<file path="config.mk">
export PLATFORM = sky130hd
export DESIGN_NAME = sa_main_flat
export DESIGN_NICKNAME = d
export VERILOG_FILES = /design/src/rtl/sa_main_if.sv /design/src/rtl/sa_main.sv /design/src/flat_wrapper.sv
export SDC_FILE = /design/constraint.sdc
export NUM_CORES = 1
export LEC_CHECK = 0
export BUFFER_PORTS_ARGS = -buffer_cell sky130_fd_sc_hd__clkbuf_2
export CORE_ASPECT_RATIO = 0.75
export CORE_UTILIZATION = 56
export DETAILED_ROUTE_END_ITERATION = 10
export PLACE_DENSITY = 0.8
export SYNTH_ARGS = -nofsm -noshare
export SYNTH_HDL_FRONTEND = slang
export SYNTH_SLANG_ARGS = --single-unit
export TNS_END_PERCENT = 100
</file>
<file path="constraint.sdc">
create_clock -name clk -period 4.54 [get_ports clk]
set_clock_uncertainty 0.1 [all_clocks]
set_input_delay 0.681 -clock clk [delete_from_list [all_inputs] [get_ports clk]]
set_output_delay 0.681 -clock clk [all_outputs]
set_load 0.02 [all_outputs]
</file>
<file path="src/rtl/sa_main_if.sv">
// ---------------------------------------------------------------------------
// sa_main_if
//   Bundles the request/grant signals between the five router input ports,
//   the five output ports and the main switch allocator (sa_main).
//
//   Signals (per input port Px, x = 0..4):
//     req_from_Px   [`N]  one-hot requested output port, all-zero = no request
//     head_from_Px  [1]   requesting flit is a head flit
//     tail_from_Px  [1]   requesting flit is a tail flit (head+tail = 1-flit pkt)
//     grant_to_Px   [1]   flit wins this cycle, input buffer pops at clk edge
//   Signals (per output port OPx):
//     ready_of_OPx  [1]   downstream credit available
//     sel_for_OPx   [`N]  one-hot winning input (crossbar select), 0 = idle
//
//   Modports:
//     master : router side, drives requests/flags/credits, observes results
//     slave  : the allocator, consumes requests, drives selects and grants
//
//   `N (port count) defaults to 5 when not defined globally.
// ---------------------------------------------------------------------------
`ifndef N
`define N 5
`endif

interface sa_main_if;
  logic [`N-1:0] req_from_P0;
  logic [`N-1:0] req_from_P1;
  logic [`N-1:0] req_from_P2;
  logic [`N-1:0] req_from_P3;
  logic [`N-1:0] req_from_P4;

  logic head_from_P0, head_from_P1, head_from_P2, head_from_P3, head_from_P4;
  logic tail_from_P0, tail_from_P1, tail_from_P2, tail_from_P3, tail_from_P4;
  logic ready_of_OP0, ready_of_OP1, ready_of_OP2, ready_of_OP3, ready_of_OP4;

  logic [`N-1:0] sel_for_OP0;
  logic [`N-1:0] sel_for_OP1;
  logic [`N-1:0] sel_for_OP2;
  logic [`N-1:0] sel_for_OP3;
  logic [`N-1:0] sel_for_OP4;

  logic grant_to_P0, grant_to_P1, grant_to_P2, grant_to_P3, grant_to_P4;

  modport master (
    output req_from_P0, req_from_P1, req_from_P2, req_from_P3, req_from_P4,
    output head_from_P0, head_from_P1, head_from_P2, head_from_P3, head_from_P4,
    output tail_from_P0, tail_from_P1, tail_from_P2, tail_from_P3, tail_from_P4,
    output ready_of_OP0, ready_of_OP1, ready_of_OP2, ready_of_OP3, ready_of_OP4,
    input  sel_for_OP0, sel_for_OP1, sel_for_OP2, sel_for_OP3, sel_for_OP4,
    input  grant_to_P0, grant_to_P1, grant_to_P2, grant_to_P3, grant_to_P4
  );

  modport slave (
    input  req_from_P0, req_from_P1, req_from_P2, req_from_P3, req_from_P4,
    input  head_from_P0, head_from_P1, head_from_P2, head_from_P3, head_from_P4,
    input  tail_from_P0, tail_from_P1, tail_from_P2, tail_from_P3, tail_from_P4,
    input  ready_of_OP0, ready_of_OP1, ready_of_OP2, ready_of_OP3, ready_of_OP4,
    output sel_for_OP0, sel_for_OP1, sel_for_OP2, sel_for_OP3, sel_for_OP4,
    output grant_to_P0, grant_to_P1, grant_to_P2, grant_to_P3, grant_to_P4
  );
endinterface

</file>
<file path="src/rtl/sa_main.sv">
// ---------------------------------------------------------------------------
// sa_main
//   Main switch allocator of the 5-port router. For every output port a
//   round-robin arbiter picks one of the inputs requesting that output and
//   drives the one-hot crossbar select; the per-input grant (OR of all the
//   selects) is the dequeue strobe of the input buffer. Grants are
//   combinational from the current requests and state; state updates at clk.
//
//   Ports:
//     clk  : router clock
//     rst  : synchronous active-high reset (forces selects/grants to 0)
//     bus  : sa_main_if.slave (requests, head/tail flags, credits in;
//            crossbar selects and grants out)
//
//   Configuration:
//     SA_PKT_LOCK_EN defined   : per-output wormhole lock FSM; an output is
//                                held by one input from head to tail flit.
//     SA_PKT_LOCK_EN undefined : every flit arbitrated independently, pointer
//                                advances past the winner after every grant,
//                                head/tail flags are ignored.
// ---------------------------------------------------------------------------
`ifndef N
`define N 5
`endif

module sa_main (
  input  logic     clk,
  input  logic     rst,
  sa_main_if.slave bus
);

  localparam int NP = `N;
  localparam int PW = (NP > 1) ? $clog2(NP) : 1;

  logic [NP-1:0] req   [NP];
  logic [NP-1:0] elig  [NP];
  logic [NP-1:0] sel   [NP];
  logic [PW-1:0] win   [NP];
  logic [PW-1:0] ptr   [NP];
  logic [NP-1:0] win_valid;
  logic [NP-1:0] ready;
  logic [NP-1:0] grant;

`ifdef SA_PKT_LOCK_EN
  typedef enum logic {IDLE, LOCKED} state_t;

  state_t        state [NP];
  logic [PW-1:0] owner [NP];
  logic [NP-1:0] head;
  logic [NP-1:0] tail;

  assign head = {bus.head_from_P4, bus.head_from_P3, bus.head_from_P2,
                 bus.head_from_P1, bus.head_from_P0};
  assign tail = {bus.tail_from_P4, bus.tail_from_P3, bus.tail_from_P2,
                 bus.tail_from_P1, bus.tail_from_P0};
`endif

  assign req[0] = bus.req_from_P0;
  assign req[1] = bus.req_from_P1;
  assign req[2] = bus.req_from_P2;
  assign req[3] = bus.req_from_P3;
  assign req[4] = bus.req_from_P4;

  assign ready = {bus.ready_of_OP4, bus.ready_of_OP3, bus.ready_of_OP2,
                  bus.ready_of_OP1, bus.ready_of_OP0};

  assign bus.sel_for_OP0 = sel[0];
  assign bus.sel_for_OP1 = sel[1];
  assign bus.sel_for_OP2 = sel[2];
  assign bus.sel_for_OP3 = sel[3];
  assign bus.sel_for_OP4 = sel[4];

  assign bus.grant_to_P0 = grant[0];
  assign bus.grant_to_P1 = grant[1];
  assign bus.grant_to_P2 = grant[2];
  assign bus.grant_to_P3 = grant[3];
  assign bus.grant_to_P4 = grant[4];

  // First set bit of r at or after position p, searching cyclically.
  // Returns {found, index}. The loop runs downward so that the smallest
  // offset from p is the last (and therefore winning) assignment.
  function automatic logic [PW:0] rr_pick(input logic [NP-1:0] r,
                                          input logic [PW-1:0] p);
    logic [PW:0] res;
    int          idx;
    res = '0;
    for (int k = NP - 1; k >= 0; k--) begin
      idx = int'(p) + k;
      if (idx >= NP) idx = idx - NP;
      if (r[idx]) res = {1'b1, PW'(idx)};
    end
    return res;
  endfunction

  // Cyclic successor of a port index (4 wraps to 0).
  function automatic logic [PW-1:0] next_idx(input logic [PW-1:0] i);
    if (int'(i) >= NP - 1) return '0;
    else                   return i + PW'(1);
  endfunction

  // Transpose the per-input requests into per-output eligibility vectors:
  // elig[o][i] is set when input i asks for output o.
  always_comb begin
    for (int o = 0; o < NP; o++) begin
      for (int i = 0; i < NP; i++) begin
        elig[o][i] = req[i][o];
      end
    end
  end

  // Per-output winner selection. Nothing is granted during reset or while
  // the output has no credit. A locked output only listens to its owner,
  // even if other inputs are requesting it.
  always_comb begin
    for (int o = 0; o < NP; o++) begin
      win[o]       = '0;
      win_valid[o] = 1'b0;
      if (!rst && ready[o]) begin
`ifdef SA_PKT_LOCK_EN
        if (state[o] == LOCKED) begin
          win[o]       = owner[o];
          win_valid[o] = elig[o][owner[o]];
        end else begin
          {win_valid[o], win[o]} = rr_pick(elig[o], ptr[o]);
        end
`else
        {win_valid[o], win[o]} = rr_pick(elig[o], ptr[o]);
`endif
      end
      sel[o] = win_valid[o] ? (NP'(1) << win[o]) : '0;
    end
  end

  // Each input asks for a single output, so at most one select carries a
  // given input's bit and the OR is the input's grant.
  always_comb begin
    grant = '0;
    for (int o = 0; o < NP; o++) begin
      grant = grant | sel[o];
    end
  end

  // Per-output state. The pointer only moves when a packet finishes (or,
  // without packet locking, after every granted flit), so an input that just
  // released the output becomes the lowest priority one. A tail grant frees
  // the output at this edge; a new head competes from the next cycle on.
  always_ff @(posedge clk) begin
    for (int o = 0; o < NP; o++) begin
      if (rst) begin
        ptr[o]   <= '0;
`ifdef SA_PKT_LOCK_EN
        state[o] <= IDLE;
        owner[o] <= '0;
`endif
      end else if (win_valid[o]) begin
`ifdef SA_PKT_LOCK_EN
        if (tail[win[o]]) begin
          state[o] <= IDLE;
          ptr[o]   <= next_idx(win[o]);
        end else if (state[o] == IDLE) begin
          state[o] <= LOCKED;
          owner[o] <= win[o];
        end
`else
        ptr[o] <= next_idx(win[o]);
`endif
      end
    end
  end

  // Protocol checks: a request must name at most one output.
  for (genvar i = 0; i < NP; i++) begin : g_req_chk
    a_req_onehot: assert property (@(posedge clk) disable iff (rst)
      $onehot0(req[i]));
  end

`ifdef SA_PKT_LOCK_EN
  // The owner of a locked output must not present another head flit.
  for (genvar o = 0; o < NP; o++) begin : g_lock_chk
    a_no_head_locked: assert property (@(posedge clk) disable iff (rst)
      (state[o] == LOCKED && elig[o][owner[o]]) |-> !head[owner[o]]);
  end
`endif

endmodule
</file>
<file path="src/flat_wrapper.sv">
// flat-port wrapper written by rule: the top's interface ports become plain ports
module sa_main_flat 
  (clk, rst, bus_req_from_P0, bus_req_from_P1, bus_req_from_P2, bus_req_from_P3, bus_req_from_P4, bus_head_from_P0, bus_head_from_P1, bus_head_from_P2, bus_head_from_P3, bus_head_from_P4, bus_tail_from_P0, bus_tail_from_P1, bus_tail_from_P2, bus_tail_from_P3, bus_tail_from_P4, bus_ready_of_OP0, bus_ready_of_OP1, bus_ready_of_OP2, bus_ready_of_OP3, bus_ready_of_OP4, bus_sel_for_OP0, bus_sel_for_OP1, bus_sel_for_OP2, bus_sel_for_OP3, bus_sel_for_OP4, bus_grant_to_P0, bus_grant_to_P1, bus_grant_to_P2, bus_grant_to_P3, bus_grant_to_P4);
  sa_main_if bus_i ();
  input  logic clk;
  input  logic rst;
  input wire logic [$bits(bus_i.req_from_P0)-1:0] bus_req_from_P0;
  input wire logic [$bits(bus_i.req_from_P1)-1:0] bus_req_from_P1;
  input wire logic [$bits(bus_i.req_from_P2)-1:0] bus_req_from_P2;
  input wire logic [$bits(bus_i.req_from_P3)-1:0] bus_req_from_P3;
  input wire logic [$bits(bus_i.req_from_P4)-1:0] bus_req_from_P4;
  input wire logic [$bits(bus_i.head_from_P0)-1:0] bus_head_from_P0;
  input wire logic [$bits(bus_i.head_from_P1)-1:0] bus_head_from_P1;
  input wire logic [$bits(bus_i.head_from_P2)-1:0] bus_head_from_P2;
  input wire logic [$bits(bus_i.head_from_P3)-1:0] bus_head_from_P3;
  input wire logic [$bits(bus_i.head_from_P4)-1:0] bus_head_from_P4;
  input wire logic [$bits(bus_i.tail_from_P0)-1:0] bus_tail_from_P0;
  input wire logic [$bits(bus_i.tail_from_P1)-1:0] bus_tail_from_P1;
  input wire logic [$bits(bus_i.tail_from_P2)-1:0] bus_tail_from_P2;
  input wire logic [$bits(bus_i.tail_from_P3)-1:0] bus_tail_from_P3;
  input wire logic [$bits(bus_i.tail_from_P4)-1:0] bus_tail_from_P4;
  input wire logic [$bits(bus_i.ready_of_OP0)-1:0] bus_ready_of_OP0;
  input wire logic [$bits(bus_i.ready_of_OP1)-1:0] bus_ready_of_OP1;
  input wire logic [$bits(bus_i.ready_of_OP2)-1:0] bus_ready_of_OP2;
  input wire logic [$bits(bus_i.ready_of_OP3)-1:0] bus_ready_of_OP3;
  input wire logic [$bits(bus_i.ready_of_OP4)-1:0] bus_ready_of_OP4;
  output wire logic [$bits(bus_i.sel_for_OP0)-1:0] bus_sel_for_OP0;
  output wire logic [$bits(bus_i.sel_for_OP1)-1:0] bus_sel_for_OP1;
  output wire logic [$bits(bus_i.sel_for_OP2)-1:0] bus_sel_for_OP2;
  output wire logic [$bits(bus_i.sel_for_OP3)-1:0] bus_sel_for_OP3;
  output wire logic [$bits(bus_i.sel_for_OP4)-1:0] bus_sel_for_OP4;
  output wire logic [$bits(bus_i.grant_to_P0)-1:0] bus_grant_to_P0;
  output wire logic [$bits(bus_i.grant_to_P1)-1:0] bus_grant_to_P1;
  output wire logic [$bits(bus_i.grant_to_P2)-1:0] bus_grant_to_P2;
  output wire logic [$bits(bus_i.grant_to_P3)-1:0] bus_grant_to_P3;
  output wire logic [$bits(bus_i.grant_to_P4)-1:0] bus_grant_to_P4;
  assign bus_i.req_from_P0 = bus_req_from_P0;
  assign bus_i.req_from_P1 = bus_req_from_P1;
  assign bus_i.req_from_P2 = bus_req_from_P2;
  assign bus_i.req_from_P3 = bus_req_from_P3;
  assign bus_i.req_from_P4 = bus_req_from_P4;
  assign bus_i.head_from_P0 = bus_head_from_P0;
  assign bus_i.head_from_P1 = bus_head_from_P1;
  assign bus_i.head_from_P2 = bus_head_from_P2;
  assign bus_i.head_from_P3 = bus_head_from_P3;
  assign bus_i.head_from_P4 = bus_head_from_P4;
  assign bus_i.tail_from_P0 = bus_tail_from_P0;
  assign bus_i.tail_from_P1 = bus_tail_from_P1;
  assign bus_i.tail_from_P2 = bus_tail_from_P2;
  assign bus_i.tail_from_P3 = bus_tail_from_P3;
  assign bus_i.tail_from_P4 = bus_tail_from_P4;
  assign bus_i.ready_of_OP0 = bus_ready_of_OP0;
  assign bus_i.ready_of_OP1 = bus_ready_of_OP1;
  assign bus_i.ready_of_OP2 = bus_ready_of_OP2;
  assign bus_i.ready_of_OP3 = bus_ready_of_OP3;
  assign bus_i.ready_of_OP4 = bus_ready_of_OP4;
  assign bus_sel_for_OP0 = bus_i.sel_for_OP0;
  assign bus_sel_for_OP1 = bus_i.sel_for_OP1;
  assign bus_sel_for_OP2 = bus_i.sel_for_OP2;
  assign bus_sel_for_OP3 = bus_i.sel_for_OP3;
  assign bus_sel_for_OP4 = bus_i.sel_for_OP4;
  assign bus_grant_to_P0 = bus_i.grant_to_P0;
  assign bus_grant_to_P1 = bus_i.grant_to_P1;
  assign bus_grant_to_P2 = bus_i.grant_to_P2;
  assign bus_grant_to_P3 = bus_i.grant_to_P3;
  assign bus_grant_to_P4 = bus_i.grant_to_P4;
  sa_main u_core (.clk(clk), .rst(rst), .bus(bus_i));
endmodule
</file>
==> impl_results.md, run 1 <==
- GRT overflow: 8
- Largest net degree at the start of global routing: 28
- Syn_nets: 1,027
- Die X: 129 um
- DP Wirelength: 18,400 um
- Distinct cells, synth: 94
- Cts hold-fix bufs: 0
- Share of flip-flops with an asynchronous set or reset: 0
- Seq/Total Area, Yosys: 0.0668
- Root buffer cell: clkbuf_16
- Stop err: [ERROR GRT-0232] Routing congestion too high. Check the congestion heatmap in the GUI.
- Synthesized area: 0.00674 mm^2
- Gr usage total: 0.813
- Synth warn: 0
- CTS Buf Count: 3
- Stage reached: global routing (5_1_grt)
- Inst Count DP: 1,319
- I/O pin cnt: 72
- Initial Util: 0.579
- Clock sinks: 15
- Flops & latches, synth: 15
- Outcome: aborted with a tool error
- H-tree Lvls: 1
- I/O Buffers: 61
- Syn avg cell area: 7.46 um^2
- Worst-path endpoint category: top-level output
- Top_reg_cell synth: edfxtp_1
- Height of the die: 97.0 um
- Mapped Cells: 904
- Row cnt: 34
- GPL Wtd Cong: 0.971
- Worst Endpoint after GRT Repair: bus_grant_to_P1
- EDFF count, synth: 15
- Clock Path Buffers: 2
[cell usage after synthesis (19+ instances only)]
| cell type | count | area [um^2] |
|---|---|---|
| nor2_1 | 85 | 319 |
| ha_1 | 76 | 951 |
| nand2_1 | 59 | 221 |
| mux2i_1 | 54 | 541 |
| inv_1 | 51 | 191 |
| a21oi_1 | 44 | 220 |
| o21ai_0 | 41 | 205 |
| nand2b_1 | 36 | 225 |
| nor2b_1 | 30 | 188 |
| and2_1 | 28 | 175 |
| nor3_1 | 20 | 100 |
| a211oi_1 | 19 | 143 |
| a21o_1 | 19 | 143 |
| clkbuf_1 | 19 | 71.3 |
[routing by layer]
metal  track usage  GRT overflow
met1         0.849             0
met2         0.911             5
met3         0.728             0
met4         0.734             3
met5         0.408             0
[logic make-up after synthesis]
| family | count (synthesis) | share of synthesized area |
|---|---|---|
| xor gates and xnor gates | 23 | 0.0299 |
| buffers and inverters | 98 | 0.0601 |
| and+or+nand+nor | 336 | 0.262 |
| DFF | 15 | 0.0668 |
| muxes | 71 | 0.119 |
| AOI/OAI and AO/OA | 280 | 0.306 |
| adders and majority gates | 81 | 0.156 |
[repair_timing]
action	CTS
buffers inserted	20
cloned	0
endpoints found under the hold margin	0
endpoints found under the setup margin	14
pin swaps	23
gates resized for setup	81
[metrics by stage]
stage | setup slack (ps) | TNS [ps] | hold WS, ps | cell area [um^2]
CTS | -424 | -1780 | 960 | 9740
floorplan | -40.0 | -64.7 | 818 | 7130
detailed placement | -276 | -1130 | 1140 | 9130
global placement | -216 | -898 | 1110 | 9130
==> run 2, diff against run 1 <==
Settings changed: CORE_ASPECT_RATIO 0.75 to unset, CORE_UTILIZATION 56 to 40, PLACE_DENSITY 0.8 to unset, PLACE_DENSITY_LB_ADDON set to 0.15.
Clock period 4.54 ns to 5.9 ns, I/O delays scaled along.
==> run 2 against run 1 <==
The run now ends clean. Area after synthesis unchanged. Synthesized cell count is the same.
==> impl_results.md, run 2 <==
- Count leader, synth: nor2_1
- Non-filler cells, final: 1,176
- Startpoint types: flip-flop
- Share of flip-flops with an asynchronous set or reset: 0 (unchanged)
- Critical path fanouts, max: 23
- Mux share of post-synthesis cell area: 0.119 (unchanged)
- Inst Count DP: 1,171 (-11%)
- Post-route ant nets: 0
- Top_reg_cell synth: edfxtp_1
- Row cnt: 47 (+38%)
- Largest family of logic cells by synthesized area: compound AO/OA/AOI/OAI gates
- Synth warn: 0 (unchanged)
- Final wirelength: 19,400 um
- Worst hold path depth: 5
- I/O Buffers: 61 (unchanged)
- Sequential cell area: 450 um^2
- Syn avg cell area: 7.46 um^2 (unchanged)
- GRT overflow: 0
- Fin. Hold Viols: 0
- Max Slew Vio Count: 0
- Crit path DAT: 4660 ps
- Peak supply drop: 0.000259 V
- Share of cells above drive strength 1: 0.152
- Delay of the slowest critical-path stage: 580 ps
- Fin crit share: 0.957
- Avg WL per Cell: 16.5 um
- Xor and xnor area share after synthesis: 0.0299 (unchanged)
- Max reg flops: 15
- Layout Nets: 1,080
- Mapped Cells: 904 (unchanged)
- Most frequent cells in the layout: 85 x nor2_1, 76 x ha_1, 61 x clkbuf_2, 59 x nand2_1, 54 x mux2i_1
- Via density: 5.86
- RSZ-0062 raised after global routing: no
- Biggest regs: u_core.ptr: 15 flops
- Worst R2R Path Depth: 16
- Largest register by flop count: u_core.ptr
- GPL Wtd Cong: 0.877 (-9.7%)
- CP required: 4910 ps
- Synthesized-area fraction occupied by adder cells: 0.156 (unchanged)
- CP startpoint: u_core.ptr[1][0]
- Filler Cells Inserted: 1,674
- Slew HR: 0.590
- Hold WC Path Type: reg -> reg
- R2r startpoint: u_core.ptr[4][0]
- Fmax: 177 MHz
- CP max stage cell: or4b_1
- Simple-gate share of the synthesized area: 0.262 (unchanged)
- CTS tree: yes
- EDFF count, synth: 15 (unchanged)
- ANT cells: 0
- Hold slack: 1070 ps
- Fin Setup TNS: 0 ps
- P&R area growth vs syn: 10.2%
- Flops & latches, synth: 15 (unchanged)
- DRT Pass-1 Iters: 5
- Largest net degree at the start of global routing: 30
- Synthesized area: 0.00674 mm^2 (unchanged)
- Seq/Total Area, Yosys: 0.0668 (unchanged)
- Syn_nets: 1,027 (unchanged)
- Clock sinks: 15 (unchanged)
- DRC viols: 0
- Pwr/cell area: 533 mW/mm^2
- Synth area leader: ha_1
- Number of setup violations in the final report: 0
- H-tree Lvls: 1 (unchanged)
- Initial DRC count: 480
- Tot Pwr: 3.96 mW
- Min-delay src: u_core.ptr[0][0]
- Die X: 132 um (+2.4%)
- P_leak: 3.34 nW
- Distinct cells, synth: 94 (unchanged)
- Outcome: completed
- Root buffer cell: clkbuf_16
- Clock Path Buffers: 2 (unchanged)
- Height of the die: 132 um (+36%)
- Critical path, cell by cell: buf_4, ha_1, and3b_1, o31ai_2, xor2_1, mux2i_1, o2111a_1, o221ai_1, nor4b_2, buf_4, ha_1, ha_1, and2_1, or4b_1, clkbuf_2
- Clk Latency, worst-skew pair: 240 ps
- CTS Buf Count: 3 (unchanged)
- Max-Cap Viols: 0
- Yosys top cell area share: 0.141 (unchanged)
- I/O pin cnt: 72 (unchanged)
- DP Wirelength: 15,500 um (-16%)
- Clock slew at reported path FFs: 50 ps
- Area contributors post-synth: ha_1 14%, mux2i_1 8.0%, edfxtp_1 6.7%, nor2_1 4.7%, nand2b_1 3.3%
- Most used cell, CP: ha_1
- Gr usage total: 0.219
- Multi-input logic area: 0.00590 mm^2
- Number of global-route vias before repair: 6,234
- Period minus WS final: 5640 ps
- First-pass GRT wire length: 31,700 um
- Die area: 0.0174 mm^2
- Total core area: 0.0165 mm^2
- Crit Path Category: reg -> out
- Via count: 6,889
- Cts hold-fix bufs: 0 (unchanged)
- Post-synthesis compound-gate area fraction: 0.306 (unchanged)
- Initial antenna violation count: 0
- Tightest Pin Transition: 611 ps
- Initial Util: 0.408 (-0.170)
- Commonest non-fill, non-tap cell in the layout: nor2_1
- CP endpoint kind: output port
- Post-layout util: 0.450
- Commonest cells in the netlist: 85 x nor2_1, 76 x ha_1, 59 x nand2_1
==> run 2: per-stage QoR <==
step | area [um^2] | setup slack [ps]
after floorplan | 6740 | 494
after global placement | 7330 | 509
after detailed placement | 7330 | 494
after CTS | 7410 | 236
after global routing | 7430 | 37.0
final | 7430 | 255
==> run 2: layout make-up <==
| cell class | count | area share |
|---|---|---|
| inverter | 58 | 0.0293 |
| timing repair buffer | 88 | 0.0683 |
| tap | 220 | 0.0370 |
| clock buffer | 4 | 0.0106 |
| sequential | 15 | 0.0606 |
| multi-input combinational | 791 | 0.794 |
==> run 2: worst paths after layout <==
kind	slack, ps	endpoint
max	260	bus_grant_to_P3
max reg2reg	1860	u_core.ptr[4][2]
min reg2reg	1070	u_core.ptr[0][0]
min	1070	u_core.ptr[0][0]
==> run 2: kinds of logic after synthesis <==
kind of cell / after synthesis
simple gates: 336
flops: 15
buf+inv: 98
mux: 71
compound gates: 280
fa+ha+maj: 81
xor+xnor: 23
==> run 2: report_power, final <==
part	internal [mW]	total, mW	leakage [nW]	switching (mW)
combinational	1.48	3.64	3.15	2.16
sequential	0.161	0.192	0.159	0.0311
clock	0.0913	0.129	0.0382	0.0382
==> run 2: what timing repair did <==
| action | CTS | global route |
|---|---|---|
| resized for setup | 0 | 5 |
| buffers inserted | 0 | 1 |
| setup endpoints to repair | 0 | 2 |
==> run 2: critical path: cells and delay by family (launching register included) <==
family / cells / cell delay [ps]
flops: 1 / 390
fa+ha+maj: 3 / 710
mux: 1 / 470
simple gates: 4 / 1140
xor+xnor: 1 / 450
buf+inv: 3 / 580
compound gates: 3 / 670
==> run 2: per-layer routing <==
layer / track usage / part of all wire
met3: 0.0177 / 0.054
met4: 0.0439 / 0.015
met5: 0 / 0
met1: 0.323 / 0.49
met2: 0.345 / 0.44
Power figures use the tool's default switching activity.
